==> src/rtl/lsu_multi_outstanding.sv <==
// rtl/lsu_multi_outstanding.sv - in-order load/store unit with multiple outstanding MMU requests
package lsu_pkg;
    typedef enum logic [2:0] {
        EXCP_ALE  = 3'd0,
        EXCP_TLBR = 3'd1,
        EXCP_PIL  = 3'd2,
        EXCP_PIS  = 3'd3,
        EXCP_PPI  = 3'd4,
        EXCP_PME  = 3'd5
    } excp_t;
endpackage

module lsu_multi_outstanding
    import lsu_pkg::*;
#(
    parameter int  MAX_OUTSTANDING = 4,
    localparam int CNT_W = $clog2(MAX_OUTSTANDING + 1)
) (
    input  logic        clk,
    input  logic        resetn,
    input  logic        cancel,
    input  logic        req_valid,
    output logic        req_ready,
    input  logic [31:0] req_addr,
    input  logic        req_store,
    input  logic [1:0]  req_size,
    input  logic        req_sign,
    input  logic [31:0] req_wdata,
    output logic        have_excp,
    output excp_t       excp_type,
    output logic        mmu_req,
    output logic [31:0] mmu_addr,
    output logic        mmu_we,
    output logic [1:0]  mmu_size,
    output logic [3:0]  mmu_wstrb,
    output logic [31:0] mmu_wdata,
    input  logic        mmu_addr_ok,
    input  logic        mmu_data_ok,
    input  logic [31:0] mmu_rdata,
    input  logic        mmu_tlbr,
    input  logic        mmu_pil,
    input  logic        mmu_pis,
    input  logic        mmu_ppi,
    input  logic        mmu_pme,
    output logic        resp_valid,
    input  logic        resp_ready,
    output logic [31:0] resp_data,
    output logic        resp_store
);
    localparam int IDX_W = (MAX_OUTSTANDING > 1) ? $clog2(MAX_OUTSTANDING) : 1;
    localparam logic [IDX_W-1:0] LAST_IDX = IDX_W'(MAX_OUTSTANDING - 1);
    localparam logic [CNT_W:0]   MAX_OCC  = (CNT_W + 1)'(MAX_OUTSTANDING);

    function automatic logic [IDX_W-1:0] ptr_inc(input logic [IDX_W-1:0] p);
        return (p == LAST_IDX) ? '0 : p + 1'b1;
    endfunction

    logic [1:0]  r_trk_off   [MAX_OUTSTANDING];
    logic [1:0]  r_trk_size  [MAX_OUTSTANDING];
    logic        r_trk_sign  [MAX_OUTSTANDING];
    logic        r_trk_store [MAX_OUTSTANDING];
    logic        r_trk_kill  [MAX_OUTSTANDING];
    logic [31:0] r_res_data  [MAX_OUTSTANDING];
    logic        r_res_store [MAX_OUTSTANDING];

    logic [IDX_W-1:0] r_trk_wr, r_trk_rd, r_res_wr, r_res_rd;
    logic [CNT_W-1:0] r_trk_cnt, r_res_cnt;

    logic        w_ale, w_full, w_trk_empty, w_res_empty, w_pop, w_live;
    logic        w_bypass, w_res_push, w_res_pop;
    logic [CNT_W:0] w_occ;
    logic [1:0]  w_head_off, w_head_size;
    logic        w_head_sign, w_head_store, w_head_kill;
    logic [7:0]  w_byte;
    logic [15:0] w_half;
    logic [31:0] w_ext;

    assign w_ale = (req_size == 2'd1 && req_addr[0]) || (req_size[1] && req_addr[1:0] != 2'b00);

    always_comb begin
        excp_type = EXCP_ALE;
        if (w_ale)         excp_type = EXCP_ALE;
        else if (mmu_tlbr) excp_type = EXCP_TLBR;
        else if (mmu_pil)  excp_type = EXCP_PIL;
        else if (mmu_pis)  excp_type = EXCP_PIS;
        else if (mmu_ppi)  excp_type = EXCP_PPI;
        else if (mmu_pme)  excp_type = EXCP_PME;
    end
    assign have_excp = req_valid && (w_ale || mmu_tlbr || mmu_pil || mmu_pis || mmu_ppi || mmu_pme);

    // Occupancy counts buffered results too, so wb back-pressure throttles issue.
    assign w_occ     = {1'b0, r_trk_cnt} + {1'b0, r_res_cnt};
    assign w_full    = (w_occ == MAX_OCC);
    assign mmu_req   = req_valid && !w_ale && !w_full && !cancel;
    assign req_ready = mmu_req && mmu_addr_ok;
    assign mmu_addr  = req_addr;
    assign mmu_we    = req_store;
    assign mmu_size  = req_size;

    always_comb begin
        mmu_wstrb = 4'b1111;
        mmu_wdata = req_wdata;
        case (req_size)
            2'd0: begin
                mmu_wstrb = 4'b0001 << req_addr[1:0];
                mmu_wdata = {4{req_wdata[7:0]}};
            end
            2'd1: begin
                mmu_wstrb = req_addr[1] ? 4'b1100 : 4'b0011;
                mmu_wdata = {2{req_wdata[15:0]}};
            end
            default: ;
        endcase
    end

    assign w_trk_empty  = (r_trk_cnt == '0);
    assign w_res_empty  = (r_res_cnt == '0);
    assign w_head_off   = r_trk_off[r_trk_rd];
    assign w_head_size  = r_trk_size[r_trk_rd];
    assign w_head_sign  = r_trk_sign[r_trk_rd];
    assign w_head_store = r_trk_store[r_trk_rd];
    assign w_head_kill  = r_trk_kill[r_trk_rd];

    assign w_byte = mmu_rdata[{w_head_off, 3'b000} +: 8];
    assign w_half = w_head_off[1] ? mmu_rdata[31:16] : mmu_rdata[15:0];

    always_comb begin
        w_ext = mmu_rdata;
        case (w_head_size)
            2'd0:    w_ext = {{24{w_head_sign & w_byte[7]}}, w_byte};
            2'd1:    w_ext = {{16{w_head_sign & w_half[15]}}, w_half};
            default: ;
        endcase
        if (w_head_store) w_ext = '0;
    end

    // A data_ok with nothing tracked is stray (e.g. from before a reset) and is ignored.
    assign w_pop      = mmu_data_ok && !w_trk_empty;
    assign w_live     = w_pop && !w_head_kill && !cancel;
    assign w_bypass   = w_live && w_res_empty && resp_ready;
    assign w_res_push = w_live && !w_bypass;
    assign w_res_pop  = !cancel && !w_res_empty && resp_ready;

    assign resp_valid = !cancel && (!w_res_empty || w_bypass);
    assign resp_data  = w_res_empty ? w_ext : r_res_data[r_res_rd];
    assign resp_store = w_res_empty ? w_head_store : r_res_store[r_res_rd];

    always_ff @(posedge clk) begin
        if (req_ready) begin
            r_trk_off[r_trk_wr]   <= req_addr[1:0];
            r_trk_size[r_trk_wr]  <= req_size;
            r_trk_sign[r_trk_wr]  <= req_sign;
            r_trk_store[r_trk_wr] <= req_store;
        end
        if (w_res_push) begin
            r_res_data[r_res_wr]  <= w_ext;
            r_res_store[r_res_wr] <= w_head_store;
        end
    end

    always_ff @(posedge clk or negedge resetn) begin
        if (!resetn) begin
            r_trk_wr  <= '0;
            r_trk_rd  <= '0;
            r_trk_cnt <= '0;
            r_res_wr  <= '0;
            r_res_rd  <= '0;
            r_res_cnt <= '0;
            for (int i = 0; i < MAX_OUTSTANDING; i++) r_trk_kill[i] <= 1'b0;
        end else begin
            if (req_ready) begin
                r_trk_kill[r_trk_wr] <= 1'b0;
                r_trk_wr <= ptr_inc(r_trk_wr);
            end
            if (w_pop) r_trk_rd <= ptr_inc(r_trk_rd);
            r_trk_cnt <= r_trk_cnt + CNT_W'(req_ready) - CNT_W'(w_pop);
            // Killed entries keep their slot until the MMU returns their data.
            if (cancel) begin
                for (int i = 0; i < MAX_OUTSTANDING; i++) r_trk_kill[i] <= 1'b1;
                r_res_wr  <= '0;
                r_res_rd  <= '0;
                r_res_cnt <= '0;
            end else begin
                if (w_res_push) r_res_wr <= ptr_inc(r_res_wr);
                if (w_res_pop)  r_res_rd <= ptr_inc(r_res_rd);
                r_res_cnt <= r_res_cnt + CNT_W'(w_res_push) - CNT_W'(w_res_pop);
            end
        end
    end

    assert property (@(posedge clk) disable iff (!resetn) !(mmu_data_ok && w_trk_empty));

endmodule
==> config.mk <==
export PLATFORM = sky130hd
export DESIGN_NAME = lsu_multi_outstanding
export DESIGN_NICKNAME = d
export VERILOG_FILES = /design/src/rtl/lsu_multi_outstanding.sv
export SDC_FILE = /design/constraint.sdc
export NUM_CORES = 1
export LEC_CHECK = 0
export CORE_MARGIN = 4
export CORE_UTILIZATION = 45
export CTS_CLUSTER_SIZE = 28
export DETAILED_ROUTE_END_ITERATION = 8
export GPL_ROUTABILITY_DRIVEN = 0
export HOLD_SLACK_MARGIN = 0.15
export PLACE_DENSITY = 0.74
export SYNTH_ARGS = -nofsm -noshare
export SYNTH_HDL_FRONTEND = slang
export SYNTH_SLANG_ARGS = --single-unit
==> constraint.sdc <==
create_clock -name clk -period 4 [get_ports clk]
set_input_delay 0.8 -clock clk [delete_from_list [all_inputs] [get_ports clk]]
set_output_delay 0.8 -clock clk [all_outputs]
set_load 0.05 [all_outputs]
Word-level counts from Yosys, hierarchy flattened. Memory sizes are Yosys's and may differ from the RTL's. Index checks and enable logic that the tools add are counted.

Equality and inequality tests: 7. Order comparisons: 3. Add/sub/neg operators: 9. Multiplexer cells: 34. Shifts and indexed selects: 2. Reductions and logical operators: 39. Bitwise operators: 6.

Operators by type and width (number): one-hot mux 32 bit (2 select lines) (2); 2-to-1 mux 32 bit (2); variable part select 32 x 6 -> 8 bit (1); 2-to-1 mux 3 bit (7); logical AND 1 bit (17); 2-to-1 mux 16 bit (1); 2-to-1 mux 2 bit (8); 2-to-1 mux 4 bit (3); adder 2 x 1 -> 2 bit, second input constant (4); == test 2 bit, second input constant (4); 2-to-1 mux 1 bit (8); one-hot mux 4 bit (2 select lines) (1); nonzero test 2 bit (4); zero test 1 bit (7); logical OR 1 bit (7); adder 3 x 1 -> 3 bit (2); >= comparator 3 bit, second input constant (2); zero test 3 bit (2); inverter 2 -> 3 bit (2); subtractor 3 x 1 -> 3 bit (2); adder 3 x 3 -> 4 bit (1); bitwise AND 4 bit (1); == test 2 x 1 -> 1 bit, second input constant (2); == test 4 x 3 -> 1 bit, second input constant (1); 7 further kinds (9).

Output and inout bits: 111. Memory bits (writable): 156. Memories: 6. Word-level logic and storage cells: 116. Register bits: 18.

Memory list: r_res_data (depth 4, bits a word 32, rd ports 1, clocked after memory_dff 0, write ports 1, RTL line 63) `logic [31:0] r_res_data [MAX_OUTSTANDING];`; r_trk_off (depth 4, bits a word 2, rd ports 1, clocked after memory_dff 0, write ports 1, RTL line 58) `logic [1:0] r_trk_off [MAX_OUTSTANDING];`; r_trk_size (depth 4, bits a word 2, rd ports 1, clocked after memory_dff 0, write ports 1, RTL line 59) `logic [1:0] r_trk_size [MAX_OUTSTANDING];`; r_res_store (depth 4, bits a word 1, rd ports 1, clocked after memory_dff 0, write ports 1, RTL line 64) `logic r_res_store [MAX_OUTSTANDING];`; r_trk_sign (depth 4, bits a word 1, rd ports 1, clocked after memory_dff 0, write ports 1, RTL line 60) `logic r_trk_sign [MAX_OUTSTANDING];`; r_trk_store (depth 4, bits a word 1, rd ports 1, clocked after memory_dff 0, write ports 1, RTL line 61) `logic r_trk_store [MAX_OUTSTANDING];`.

Logic depth before layout (Yosys ltp).
Depth after elaboration: 14. Mapped depth: 12. Mapped depth without buffers: 11.

Worst setup path after synthesis. No wires, ideal clock.

Path kind: register to output. Start: reg r_trk_rd[0]. End: out resp_data[0]. Buffers on the path: 2. Arrival: 3.296 ns. Required time: 3.200 ns. Setup slack: -0.096 ns. Stages on the path, launching flop included: 8. Cells stage by stage: dfrtp_1 -> buf_6 -> mux4_2 -> nand2b_1 -> buf_6 -> mux2_2 -> nor2_1 -> o41ai_1.

Word-level cells in the longest chain between the ends: 5. Elaborated cells on any way between the ends: 10. Those cells by class: eq/ne (1); shift (1); mux (4); reduce/logical (1); memory (3).

RTL lines: from (decl) (RTL line 66) `logic [IDX_W-1:0] r_trk_wr, r_trk_rd, r_res_wr, r_res_rd;`; from (signal assigned) (RTL line 175) `if (w_pop) r_trk_rd <= ptr_inc(r_trk_rd);`; memory read (4 x 2 bit), on equally long branches; variable part select 32 x 6 -> 8 bit (tied with other cells) (RTL line 124) `assign w_byte = mmu_rdata[{w_head_off, 3'b000} +: 8];`; one-hot mux 32 bit (2 select lines) (RTL line 129) `case (w_head_size)`; 2-to-1 mux 32 bit (*) (RTL line 134) `if (w_head_store) w_ext = '0;`; 2-to-1 mux 32 bit (*) (RTL line 145) `assign resp_data = w_res_empty ? w_ext : r_res_data[r_res_rd];`; to (decl) (RTL line 47) `output logic [31:0] resp_data,`.

Every way passes the cells marked *; elsewhere a longest branch is shown, timed or not.

Worst setup path in the final report.
Start: reg r_trk_rd[0]. End: out resp_data[29].

Word-level cells in the longest chain between the ends: 6. Elaborated cells on any way between the ends: 13. Those cells by class: eq/ne (1); shift (1); mux (4); bitwise (2); reduce/logical (1); memory (4).

RTL lines (RTL line): memory read (4 x 2 bit); variable part select 32 x 6 -> 8 bit / 2-to-1 mux 16 bit (equally long branches) (124, 125); bitwise AND 1 bit, on equally long branches (130, 131); one-hot mux 32 bit (2 select lines) (129); 2-to-1 mux 32 bit (*) (134); 2-to-1 mux 32 bit (*) (145).

Marked as above.

==> results.yml <==
outcome:
  status: "completed"
sta:
  finalHoldViolations: 0
  rsz0062_at_grt: "false"
  skew_ps: 7.18
  hold_ws_ps: 476
  fin_crit_sh: 0.956
  fin_crit_ps: 3820
  drv_slew: 0
  worst_slack_ps: 176
  setup_tns_ps: 0
  fmax_ghz: 0.262
  tightest_slew_ps: 818
  setup-violations-final: 0
  slew_headroom: 0.453
clock_network:
  cts_made_buffers: 17
  clkTransAtPathRegs_ps: 70
  clock_path_buffers: 2
  clk_latency_ps: 430
  htree_levels: 4
  ctsHoldBuffers: 0
  cts_root_buf: "clkbuf_16"
  tritoncts: "yes"
  cts.sinks: 174
route:
  first_iter_violations: 419
  ant_nets: 0
  drtPass1Iterations: 6
  wl_per_cell_um: 21.4
  route.detailed.drc: 0
  postRouteWirelength_mm: 21.9
  via_count: 5825
  viasPerCell: 5.69
worst_hold_path:
  hold_path.class: "register to register"
place:
  place_inst: 986
  placed_cell_area_sq_um: 10900
  numPortBuffers: 162
  dp_slack_ps: 340
  dp_hpwl_mm: 15.9
global_route:
  grt_overflow: 0
  grt.total_usage: 0.200
  antenna_found_initial: 0
  grt_max_degree: 40
  grt_pass1_vias: 6078
  grt_pass1_wl_mm: 33.4
logic_synthesis:
  synth_ff_type: "edfxtp_1"
  syn_nets: 749
  avgSynthCellArea_sq_um: 14.3
  ys_seq_area_frac: 0.581
  synth_cell_types: 48
  ys_ff_latch: 174
  async_flop_share: 0.103
  synth_edf_count: 156
  syn_area_sq_um: 8830
  syn_inst: 617
  ys_warn_count: 0
worst_setup_path:
  cp.arrival_ps: 3020
  crit_fanout: 13
  required_ps: 3200
  end_kind: "output pin"
  r2r_slack_ps: 860
  path_class: "register to output pin"
  start_kind: "register"
final_layout:
  layout.cells.non_filler: 1023
  layout-drive-gt1-share: 0.287
  utilization: 0.607
  layout.nets: 882
  num_antenna_cells: 0
  fill_cells: 1470
  syn_to_final_growth_pct: 30.7
  design_area_sq_um: 11500
floorplan:
  core_area_sq_um: 19000
  die-area_sq_um: 21900
  floorplan.initialDensity: 0.464
  io_pins: 223
  die_w_um: 148
  dieHeight_um: 148
  fp-row-count: 50
power_and_ir_drop:
  powerDensity_nw_per_um2: 739
  irDropWorstVdd_uv: 320
  p_total_mw: 8.53
  p_leak_nw: 4.29
run:
  cap_violations: 0
## cell type report
cell class	count	area, sq um	area share
Clock buffer	17	425	0.0369
Clock inverter	15	129	0.0112
Inverter	25	93.8	0.00813
Multi-Input combinational cell	345	3200	0.277
Sequential cell	174	5140	0.445
Tap cell	260	325	0.0282
Timing Repair Buffer	187	2230	0.193
## timing repair
| item | 4_1_cts | 5_1_grt |
|---|---|---|
| endpoints found under the setup margin | 24 | 27 |
| endpoints found under the hold margin | 0 | 0 |
| pin swaps | 1 | 1 |
| resized for setup | 4 | 6 |
| buffers inserted | 0 | 5 |
## state kept, by name, summed over array words and instances, names as in the netlist, 3 cells and up
register	cells
r_res_cnt	3
r_res_data	128
r_res_store	4
r_trk_cnt	3
r_trk_kill	4
r_trk_off	8
r_trk_sign	4
r_trk_size	8
r_trk_store	4
## critical path: stages (launching register included)
cell	delay, ps
dfrtp_2	440
mux4_2	580
buf_4	200
mux2i_1	140
mux2_4	320
nor3_4	320
buf_4	250
a221o_1	190
buf_12	150
## kinds of logic (layout without fill, tap and decap cells)
family          Yosys count  in the layout  share of synthesized area
flops                   174            174                      0.581
simple gates            121            121                     0.0630
mux                      95             95                      0.168
buf+inv                  98            244                     0.0653
fa+ha+maj                20             20                     0.0309
xor+xnor                  4              4                    0.00397
compound gates          105            105                     0.0875
## metal layers
layer  GRT usage  vias to the layer above  wire length, um
li1            -                     2594                -
met5           0                        -                0
met3      0.0463                       57             1650
met2       0.355                      285            11500
met4      0.0970                        0              809
met1       0.229                     2889             7940
## power by group
group / switching (mW) / internal (mW)
Sequential: 0.0896 / 2.26
Clock: 0.718 / 0.815
Combinational: 2.65 / 2.00
Total: 3.46 / 5.07
## cells in the mapped netlist (2+ instances only)
master,count,area [sq um]
xnor2_1,3,26.3
o21bai_1,3,22.5
nand2_1,37,139
nand3_1,2,10.0
mux2i_1,27,270
a211oi_1,2,15.0
mux4_2,37,833
nand2b_1,3,18.8
a221o_1,16,160
ha_1,17,213
mux2_2,28,315
o41ai_1,7,61.3
buf_1,3,11.3
nor3_1,18,90.1
nor2_1,44,165
o21ai_0,25,125
buf_2,5,25.0
a21o_1,23,173
dfrtp_1,18,450
clkbuf_1,16,60.1
nor3_4,2,32.5
edfxtp_1,156,4680
inv_1,25,93.8
and2_1,5,31.3
buf_4,44,330
o31ai_1,10,75.1
fa_1,3,60.1
a21oi_1,13,65.1
buf_6,5,56.3
nor2b_1,2,12.5
## layout by cell type (no fill, tap or decap), types with 3 or more instances in the layout
cell	instances
and2_1	5
edfxtp_1	156
buf_12	47
fa_1	3
clkinv_4	3
nor2_1	44
ha_1	17
clkinvlp_4	3
nand2_1	37
mux4_2	38
buf_4	46
o31ai_1	4
o41ai_2	7
dfrtp_2	3
a21oi_1	13
a21o_1	23
dfrtp_1	15
o21bai_1	3
mux2_2	28
inv_6	6
a221o_1	16
clkdlybuf4s50_1	94
xnor2_1	3
inv_1	25
clkbuf_16	17
mux2i_1	27
o21ai_0	25
o31ai_2	6
nor3_1	18
## worst paths after layout
path / start / to / cells past startpoint
max reg2reg: r_trk_rd[1] / r_res_cnt[2] / 11
max: r_trk_rd[0] / resp_data[29] / 8
min in group asynchronous: resetn / r_trk_cnt[2] / 1
max in group asynchronous: resetn / r_trk_rd[0] / 1
min reg2reg: r_trk_kill[0] / r_trk_kill[0] / 1
min: r_trk_kill[0] / r_trk_kill[0] / 1
Note: power is estimated with default switching activity, not from simulation.
